File: config.mk
export PLATFORM = sky130hd
export DESIGN_NAME = seq_restoring_divider_flat
export DESIGN_NICKNAME = d
export VERILOG_FILES = /design/src/rtl/seq_restoring_divider_if.sv /design/src/rtl/seq_restoring_divider.sv /design/src/flat_wrapper.sv
export SDC_FILE = /design/constraint.sdc
export NUM_CORES = 1
export LEC_CHECK = 0
export ABC_AREA = 1
export BUFFER_PORTS_ARGS = -buffer_cell sky130_fd_sc_hd__buf_2
export CORE_UTILIZATION = 52
export CTS_BUF_LIST = sky130_fd_sc_hd__clkbuf_8
export DETAILED_ROUTE_END_ITERATION = 8
export PLACE_DENSITY = 0.8
export SLEW_MARGIN = 40
export SYNTH_ARGS = -nofsm -noshare
export SYNTH_HDL_FRONTEND = slang
export SYNTH_SLANG_ARGS = --single-unit
File: constraint.sdc
create_clock -name clk -period 11.2 [get_ports clk]
set_clock_uncertainty 0.1 [all_clocks]
set_input_delay 2.24 -clock clk [delete_from_list [all_inputs] [get_ports clk]]
set_output_delay 2.24 -clock clk [all_outputs]
set_load 0.05 [all_outputs]
File: src/rtl/seq_restoring_divider_if.sv
// Start/busy/done handshake and operand/result bus of the restoring divider.
interface seq_restoring_divider_if #(
    parameter int unsigned WIDTH = 8
);
    logic             start;
    logic [WIDTH-1:0] dividend;
    logic [WIDTH-1:0] divisor;
    logic             busy;
    logic             done;
    logic [WIDTH-1:0] quotient;
    logic [WIDTH-1:0] remainder;
    logic             div_by_zero;

    modport master (
        output start, dividend, divisor,
        input  busy, done, quotient, remainder, div_by_zero
    );

    modport slave (
        input  start, dividend, divisor,
        output busy, done, quotient, remainder, div_by_zero
    );
endinterface

File: src/rtl/seq_restoring_divider.sv
// Radix-2 restoring divider, one quotient bit per clock, start/busy/done handshake.
// Optional macro DIV_SIGNED_EN: two's-complement operands via sign/magnitude wrap.
module seq_restoring_divider #(
    parameter int unsigned WIDTH = 8
) (
    input  logic                        clk,
    input  logic                        rst_n,
    seq_restoring_divider_if.slave      bus
);
    localparam int unsigned CNT_W = $clog2(WIDTH + 1);

    typedef enum logic [1:0] {
        ST_IDLE = 2'd0,
        ST_CALC = 2'd1,
        ST_DONE = 2'd2
    } state_t;

    state_t           state_q, state_d;
    logic [WIDTH-1:0] rem_q, rem_d;
    logic [WIDTH-1:0] quo_q, quo_d;
    logic [WIDTH-1:0] dvs_q, dvs_d;
    logic [CNT_W-1:0] cnt_q, cnt_d;
    logic             busy_q, busy_d;
    logic             done_q, done_d;
    logic [WIDTH-1:0] quotient_q, quotient_d;
    logic [WIDTH-1:0] remainder_q, remainder_d;
    logic             dbz_q, dbz_d;

    logic [WIDTH-1:0] rem_sh;
    logic [WIDTH:0]   sub_a, sub_b, diff;
    logic [WIDTH+1:0] borrow;
    logic [WIDTH-1:0] rem_nx, quo_nx;
    logic [WIDTH-1:0] quo_fin, rem_fin;
    logic [WIDTH-1:0] load_dvd, load_dvs;

`ifdef DIV_SIGNED_EN
    logic sign_q_q, sign_q_d;
    logic sign_r_q, sign_r_d;

    function automatic logic [WIDTH-1:0] mag(input logic [WIDTH-1:0] x);
        return x[WIDTH-1] ? (WIDTH'(0) - x) : x;
    endfunction

    assign load_dvd = mag(bus.dividend);
    assign load_dvs = mag(bus.divisor);
    assign quo_fin  = sign_q_q ? (WIDTH'(0) - quo_nx) : quo_nx;
    assign rem_fin  = sign_r_q ? (WIDTH'(0) - rem_nx) : rem_nx;
`else
    assign load_dvd = bus.dividend;
    assign load_dvs = bus.divisor;
    assign quo_fin  = quo_nx;
    assign rem_fin  = rem_nx;
`endif

    // One iteration: shift {rem,quo}, then WIDTH+1-bit ripple-borrow trial subtract.
    always_comb begin
        rem_sh    = {rem_q[WIDTH-2:0], quo_q[WIDTH-1]};
        sub_a     = {1'b0, rem_sh};
        sub_b     = {1'b0, dvs_q};
        diff      = '0;
        borrow    = '0;
        for (int unsigned i = 0; i <= WIDTH; i++) begin
            diff[i]       = sub_a[i] ^ sub_b[i] ^ borrow[i];
            borrow[i + 1] = (~sub_a[i] & sub_b[i]) | (~(sub_a[i] ^ sub_b[i]) & borrow[i]);
        end
        rem_nx = diff[WIDTH] ? rem_sh : diff[WIDTH-1:0];
        quo_nx = {quo_q[WIDTH-2:0], ~diff[WIDTH]};
    end

    // Next-state and next-output logic.
    always_comb begin
        state_d     = state_q;
        rem_d       = rem_q;
        quo_d       = quo_q;
        dvs_d       = dvs_q;
        cnt_d       = cnt_q;
        busy_d      = busy_q;
        done_d      = 1'b0;
        quotient_d  = quotient_q;
        remainder_d = remainder_q;
        dbz_d       = dbz_q;
`ifdef DIV_SIGNED_EN
        sign_q_d    = sign_q_q;
        sign_r_d    = sign_r_q;
`endif
        case (state_q)
            ST_IDLE: begin
                if (bus.start) begin
                    if (bus.divisor == '0) begin
                        state_d     = ST_DONE;
                        done_d      = 1'b1;
                        quotient_d  = '1;
                        remainder_d = bus.dividend;
                        dbz_d       = 1'b1;
                    end else begin
                        state_d = ST_CALC;
                        busy_d  = 1'b1;
                        rem_d   = '0;
                        quo_d   = load_dvd;
                        dvs_d   = load_dvs;
                        cnt_d   = CNT_W'(WIDTH);
`ifdef DIV_SIGNED_EN
                        sign_q_d = bus.dividend[WIDTH-1] ^ bus.divisor[WIDTH-1];
                        sign_r_d = bus.dividend[WIDTH-1];
`endif
                    end
                end
            end
            ST_CALC: begin
                rem_d = rem_nx;
                quo_d = quo_nx;
                cnt_d = cnt_q - CNT_W'(1);
                if (cnt_q == CNT_W'(1)) begin
                    state_d     = ST_DONE;
                    busy_d      = 1'b0;
                    done_d      = 1'b1;
                    quotient_d  = quo_fin;
                    remainder_d = rem_fin;
                    dbz_d       = 1'b0;
                end
            end
            ST_DONE: begin
                state_d = ST_IDLE;
            end
            default: begin
                state_d = ST_IDLE;
                busy_d  = 1'b0;
            end
        endcase
    end

    // State and output registers.
    always_ff @(posedge clk or negedge rst_n) begin
        if (!rst_n) begin
            state_q     <= ST_IDLE;
            rem_q       <= '0;
            quo_q       <= '0;
            dvs_q       <= '0;
            cnt_q       <= '0;
            busy_q      <= 1'b0;
            done_q      <= 1'b0;
            quotient_q  <= '0;
            remainder_q <= '0;
            dbz_q       <= 1'b0;
`ifdef DIV_SIGNED_EN
            sign_q_q    <= 1'b0;
            sign_r_q    <= 1'b0;
`endif
        end else begin
            state_q     <= state_d;
            rem_q       <= rem_d;
            quo_q       <= quo_d;
            dvs_q       <= dvs_d;
            cnt_q       <= cnt_d;
            busy_q      <= busy_d;
            done_q      <= done_d;
            quotient_q  <= quotient_d;
            remainder_q <= remainder_d;
            dbz_q       <= dbz_d;
`ifdef DIV_SIGNED_EN
            sign_q_q    <= sign_q_d;
            sign_r_q    <= sign_r_d;
`endif
        end
    end

    assign bus.busy        = busy_q;
    assign bus.done        = done_q;
    assign bus.quotient    = quotient_q;
    assign bus.remainder   = remainder_q;
    assign bus.div_by_zero = dbz_q;
endmodule

File: src/flat_wrapper.sv
// flat-port wrapper written by rule: the top's interface ports become plain ports
module seq_restoring_divider_flat 
#(
    parameter int unsigned WIDTH = 8
)
  (clk, rst_n, bus_start, bus_dividend, bus_divisor, bus_busy, bus_done, bus_quotient, bus_remainder, bus_div_by_zero);
  seq_restoring_divider_if #(.WIDTH(WIDTH)) bus_i ();
  input  logic clk;
  input  logic rst_n;
  input wire logic [$bits(bus_i.start)-1:0] bus_start;
  input wire logic [$bits(bus_i.dividend)-1:0] bus_dividend;
  input wire logic [$bits(bus_i.divisor)-1:0] bus_divisor;
  output wire logic [$bits(bus_i.busy)-1:0] bus_busy;
  output wire logic [$bits(bus_i.done)-1:0] bus_done;
  output wire logic [$bits(bus_i.quotient)-1:0] bus_quotient;
  output wire logic [$bits(bus_i.remainder)-1:0] bus_remainder;
  output wire logic [$bits(bus_i.div_by_zero)-1:0] bus_div_by_zero;
  assign bus_i.start = bus_start;
  assign bus_i.dividend = bus_dividend;
  assign bus_i.divisor = bus_divisor;
  assign bus_busy = bus_i.busy;
  assign bus_done = bus_i.done;
  assign bus_quotient = bus_i.quotient;
  assign bus_remainder = bus_i.remainder;
  assign bus_div_by_zero = bus_i.div_by_zero;
  seq_restoring_divider #(.WIDTH(WIDTH)) u_core (.clk(clk), .rst_n(rst_n), .bus(bus_i));
endmodule
# ---- Word level (Yosys, flattened, before mapping)
# Index checks and enable logic that the tools add are counted.
dict set report totals {
  register_bits 48
  in_bits 19
  out_inout_bits 19
  word_cells 114
}
dict set report op_classes {
  add_sub_neg 1
  n_eq_ne 7
  n_mux 33
  bitwise_logic 55
  reduce_logical 8
}
# operator n
set ops {}
lappend ops {{8-bit two-way mux} 9}
lappend ops {{8-bit one-hot mux with 2 select lines} 3}
lappend ops {{1-bit inverter} 18}
lappend ops {{1-bit AND} 15}
lappend ops {{1-bit XOR} 15}
lappend ops {{7-bit two-way mux} 2}
lappend ops {{7-bit one-hot mux with 2 select lines} 1}
lappend ops {{8-bit logical NOT} 1}
lappend ops {{1-bit two-way mux} 8}
lappend ops {{4-bit two-way mux} 2}
lappend ops {{4-bit one-hot mux with 2 select lines} 1}
lappend ops {{4-bit AND reduction} 2}
lappend ops {{1-bit OR} 7}
lappend ops {{2-bit two-way mux} 3}
lappend ops {{3-bit AND reduction} 2}
lappend ops {{4-bit by 1-bit equality test with 1-bit output, second input constant} 1}
lappend ops {{2-bit by 1-bit != test with 1-bit output, second input constant} 2}
lappend ops {{2-bit != test, second input constant} 2}
lappend ops {{1-bit one-hot mux with 2 select lines} 2}
lappend ops {{2-bit one-hot mux with 2 select lines} 1}
lappend ops {{4-bit by 1-bit subtractor with 4-bit output, second input constant} 1}
lappend ops {{1-bit one-hot mux with 3 select lines} 1}
lappend ops {{2-bit by 1-bit equality test with 1-bit output, second input constant} 1}
lappend ops {{2-bit equality test, second input constant} 1}
lappend ops {{other kinds (3)} 3}

# ---- Depth between registers and ports, before layout
dict set report logic_depth {
  word_depth 19
  mapped_depth 19
  ltp_nobuf 17
}

# ---- Least setup slack after synthesis
# Ideal clock, no wire load.
dict set report synth_timing {
  path_type {register -> register}
  from {reg u_core.dvs_q[0]}
  to {reg u_core.remainder_q[0] (netlist: u_core.bus.remainder[0])}
  setup_ps 66
  arrival_time_ps 3772
  required_ps 11034
  slack_ps 7262
  stages_incl_launch_ff 18
  n_path_buf 2
  period_less_slack_ps 3938
  path_cell_list {dfrtp_1 -> ha_1 -> inv_1 -> fa_1 -> inv_1 -> fa_1 -> fa_1 -> fa_1 -> fa_1 -> fa_1 -> fa_1 -> buf_2 -> clkbuf_1 -> o21ai_0 -> nand2_1 -> nand2_1 -> nand3_1 -> nand2_1}
}
dict set report synth_via {
  elab_chain_cells 18
  elab_cells_between_ends 19
  cone_classes {mux: 3; bitwise: 16}
}
# element line
set synth_rtl {}
lappend synth_rtl {{start, declared} seq_restoring_divider.sv:21} ;# logic [WIDTH-1:0] dvs_q, dvs_d;
lappend synth_rtl {{start signal, assigned} seq_restoring_divider.sv:153} ;# dvs_q <= dvs_d;
lappend synth_rtl {{1-bit AND (2 in a row)} seq_restoring_divider.sv:64} ;# borrow[i + 1] = (~sub_a[i] & sub_b[i]) | (~(sub_a[i] ^ sub_b[i]) & borrow[i]);
lappend synth_rtl {{1-bit OR} seq_restoring_divider.sv:64}
lappend synth_rtl {{1-bit AND} seq_restoring_divider.sv:64}
lappend synth_rtl {{1-bit OR} seq_restoring_divider.sv:64}
lappend synth_rtl {{1-bit AND} seq_restoring_divider.sv:64}
lappend synth_rtl {{1-bit OR} seq_restoring_divider.sv:64}
lappend synth_rtl {{1-bit AND} seq_restoring_divider.sv:64}
lappend synth_rtl {{1-bit OR} seq_restoring_divider.sv:64}
lappend synth_rtl {{1-bit AND} seq_restoring_divider.sv:64}
lappend synth_rtl {{1-bit OR} seq_restoring_divider.sv:64}
lappend synth_rtl {{1-bit AND} seq_restoring_divider.sv:64}
lappend synth_rtl {{1-bit OR} seq_restoring_divider.sv:64}
lappend synth_rtl {{1-bit AND} seq_restoring_divider.sv:64}
lappend synth_rtl {{1-bit OR} seq_restoring_divider.sv:64}
lappend synth_rtl {{8-bit two-way mux *} seq_restoring_divider.sv:66} ;# rem_nx = diff[WIDTH] ? rem_sh : diff[WIDTH-1:0];
lappend synth_rtl {{8-bit two-way mux *} seq_restoring_divider.sv:113} ;# if (cnt_q == CNT_W'(1)) begin
lappend synth_rtl {{8-bit one-hot mux with 2 select lines *} seq_restoring_divider.sv:86} ;# case (state_q)
lappend synth_rtl {{end signal, assigned} seq_restoring_divider.sv:158} ;# remainder_q <= remainder_d;
lappend synth_rtl {{end, declared} seq_restoring_divider.sv:26} ;# logic [WIDTH-1:0] remainder_q, remainder_d;
# Mark *: on every way between the ends. The rest lies on a longest branch, timed or not. The select of a mux whose other input is x is not followed.
# A chain may end at the register's enable or synchronous reset.

# ---- Final worst setup path
dict set report layout_timing {
  from {reg u_core.quo_q[7]}
  to {reg u_core.remainder_q[0] (netlist: u_core.bus.remainder[0])}
}
dict set report layout_via {
  elab_chain_cells 19
  elab_cells_between_ends 20
  cone_classes {mux: 3; bitwise: 17}
}
# element line
set layout_rtl {}
lappend layout_rtl {{start, declared} seq_restoring_divider.sv:20} ;# logic [WIDTH-1:0] quo_q, quo_d;
lappend layout_rtl {{start signal, assigned} seq_restoring_divider.sv:152} ;# quo_q <= quo_d;
lappend layout_rtl {{1-bit inverter} seq_restoring_divider.sv:64}
lappend layout_rtl {{1-bit AND (2 in a row)} seq_restoring_divider.sv:64}
lappend layout_rtl {{1-bit OR} seq_restoring_divider.sv:64}
lappend layout_rtl {{1-bit AND} seq_restoring_divider.sv:64}
lappend layout_rtl {{1-bit OR} seq_restoring_divider.sv:64}
lappend layout_rtl {{1-bit AND} seq_restoring_divider.sv:64}
lappend layout_rtl {{1-bit OR} seq_restoring_divider.sv:64}
lappend layout_rtl {{1-bit AND} seq_restoring_divider.sv:64}
lappend layout_rtl {{[2 not listed]} -}
lappend layout_rtl {{1-bit OR} seq_restoring_divider.sv:64}
lappend layout_rtl {{1-bit AND} seq_restoring_divider.sv:64}
lappend layout_rtl {{1-bit OR} seq_restoring_divider.sv:64}
lappend layout_rtl {{1-bit AND} seq_restoring_divider.sv:64}
lappend layout_rtl {{1-bit OR} seq_restoring_divider.sv:64}
lappend layout_rtl {{8-bit two-way mux *} seq_restoring_divider.sv:66}
lappend layout_rtl {{8-bit two-way mux *} seq_restoring_divider.sv:113}
lappend layout_rtl {{8-bit one-hot mux with 2 select lines *} seq_restoring_divider.sv:86}
# Marked as above.

==> key figures <==
Detailed routing
  – DRC: 5
  – Routed len/inst: 13.1 um
  – Wire length on met2: 2380 um
  – Via-per-instance ratio: 5.18
  – Drt pass-1 iters: 7
  – Routed Antenna Nets: 0
  – DRT Wirelength: 5170 um
  – Via Count: 2042
  – M1 WL: 2410 um
  – Met3 Wirelength: 302 um
  – Top routing layer used: met4
  – DR iter-0 viols: 236

Pwr
  – Final total power: 0.000941 W
  – Worst vdd ir: 119 uV
  – Pwr/cell area: 342 mW/mm2
  – Pleak: 1.53 nW

Synthesis
  – Seq/Total Area, Yosys: 48.4%
  – Number of synthesized register bits: 48
  – Yosys warnings: 0
  – Yosys top cell area share: 48.4%
  – Syn Nets: 337
  – Average size of a mapped cell: 8.05 um2
  – Syn Std Cell Area: 0.00248 mm2
  – Post-Synthesis Cells: 308
  – Synth area leaders: dfrtp_1, nand2_1, nand3_1, fa_1, inv_1
  – Synth area leader: dfrtp_1
  – Yosys cell types: 22

Clock network
  – Clock Path Buffers: 2
  – Resize count post-CTS: 0
  – CTS sink cnt: 48
  – Hold buffers post-CTS: 0
  – Worst-skew pair later-pin latency: 310 ps
  – CTS Buf Count: 5
  – CTS root buffer: clkbuf_8
  – Htree depth: 2
  – Clock transition at the registers of the reported paths: 90 ps
  – Setup bufs post-CTS: 0
  – CTS tree: yes

Setup path
  – Slowest stage cell on the critical path: fa_1
  – Critical Path RT: 11350 ps
  – Worst Path Arrival: 4360 ps
  – Critical path cell sequence: inv_1 -> ha_1 -> inv_1 -> fa_1 -> inv_1 -> fa_1 -> fa_1 -> fa_1 -> fa_1 -> fa_1 -> fa_1 -> o21ai_0 -> nand2_1 -> nand2_1 -> nand3_1 -> nand2_1
  – Startpoint Class: register
  – CP Class: register to register
  – Crit Reg-Reg Endpoint: u_core.bus.remainder[0]
  – Reg-to-Reg Start: u_core.quo_q[7]
  – CP most frequent cell: fa_1
  – CP Max Fanout: 18
  – R2r setup slk: 6990 ps
  – Worst Setup End Kind: register
  – CP peak stage delay: 610 ps
  – FF-to-FF path depth: 16

Floorplanning
  – Die area: 0.00505 mm2
  – Die H: 71.1 um
  – Core ar.: 0.00447 mm2
  – Starting Density: 55.4%
  – Site Rows: 24
  – IO Pins: 38
  – Die W: 71.1 um

Global route
  – Vias in the first global route: 2019
  – Largest net degree at the start of global routing: 49
  – Gr ovfl total: 0
  – First-pass GRT wire length: 9320 um
  – Total track usage: 24.1%
  – Initial antenna violation count: 0

Hold path
  – Worst Hold Launch: u_core.bus.quotient[7]
  – Worst Hold Class: register to register
  – Hold EP: u_core.bus.quotient[7]
  – Hold depth: 2

Timing
  – Slew Limit Headroom: 54.8%
  – Worst Max-Slew Pin Slew: 677 ps
  – Final worst path period share: 37.6%
  – RSZ-0062 raised after global routing: false
  – Fin. max-slew vios: 0
  – Setup TNS Final: 0 ps
  – Fin crit period: 4210 ps
  – Setup violations, final: 0
  – Final hold vios: 0
  – Max frequency: 0.238 GHz

Cells and area
  – Layout Nets: 370
  – Layout cells sized above 1: 16.7%
  – Most frequent cells in the layout: nand2_1, dfrtp_1, nand3_1
  – Commonest non-fill, non-tap cell in the layout: nand2_1
  – Area Growth Syn to Fin: 10.9%
  – # diodes: 0

Status
  – Failing checks: DRC
  – Outcome: finished with violations

Place
  – HPWL after DPL: 3560 um
  – Final GP Congestion: 0.824
  – Port buffer count: 37

Run
  – Max_cap viols: 0
==> stage by stage <==
stage          std cells  area, um2  util, %  worst slack [ps]  hold slack [ps]
2_1_floorplan        308       2480        -              7260              342
3_3_place_gp         386       2660     59.4              7120              348
3_5_place_dp         386       2660     59.5              7020              353
4_1_cts              394       2750     61.5              7010              374
5_1_grt              394       2750     61.5              6690              394
6_report             394       2750     61.5              6990              368
==> sequential cells by signal, summed over array words and instances, names as in the netlist <==
name and flops:
u_core.bus.quotient 8, u_core.bus.remainder 8, u_core.dvs_q 8, u_core.quo_q 8, u_core.rem_q 7, u_core.cnt_q 4
u_core.state_q 2, u_core.bus.busy 1, u_core.bus.div_by_zero 1, u_core.bus.done 1
==> worst max path at each step <==
stage                     from                 endpoint  cells past startpoint
2_1_floorplan  u_core.dvs_q[0]  u_core.bus.remainder[0]                     17
3_3_place_gp   u_core.dvs_q[0]  u_core.bus.remainder[5]                     15
3_5_place_dp   u_core.quo_q[7]  u_core.bus.remainder[0]                     16
4_1_cts        u_core.quo_q[7]  u_core.bus.remainder[0]                     16
5_1_grt        u_core.quo_q[7]  u_core.bus.remainder[5]                     16
6_report       u_core.quo_q[7]  u_core.bus.remainder[0]                     16
==> cell families (layout without fill, tap and decap cells) <==
family                     Yosys count  after routing  share of synthesized area [%]
AOI/OAI and AO/OA                   21             21                           5.30
adders and majority gates           10             10                           7.16
buffers and inverters               39             73                           7.11
DFF                                 48             48                           48.4
and+or+nand+nor                    190            190                           32.0
==> cell type report <==
class | count | area (um2)
clock buffer | 6 | 82.6
tap | 52 | 65.1
timing repair buffer | 37 | 188
inverter | 28 | 105
multi-input combinational | 221 | 1100
sequential | 48 | 1200
clock inverter | 2 | 7.51
fill | 406 | 1720
==> layer usage <==
metal,vias up,global-route usage [%]
met3,7,5.13
met5,-,0
met1,967,32.5
met2,52,38.7
met4,0,8.67
li1,1016,-
==> cells in the mapped netlist (all sizes together) <==
cell / n
nand2: 142
nor2: 8
o21ai: 19
buf: 10
dfrtp: 48
a21oi: 2
clkbuf: 1
fa: 7
nand4: 1
nand3: 38
or2: 1
ha: 3
inv: 28
==> power breakdown <==
part	switching (W)	internal, W	total, W	leakage [nW]
logic	0.000381	0.000149	0.000530	0.883
registers	0.0000512	0.000254	0.000306	0.598
clock network	0.0000565	0.0000486	0.000105	0.0538
total	0.000489	0.000452	0.000941	1.53
==> worst max-delay path, delay by kind of cell (launching register included) <==
kind	cells	cell delay, ps
AO/OA/AOI/OAI	1	240
adder cells (fa/ha/maj)	8	2870
buffers and inverters	3	170
flip-flops	1	380
AND/OR/NAND/NOR	4	380
(Power assumes the default switching activity.)
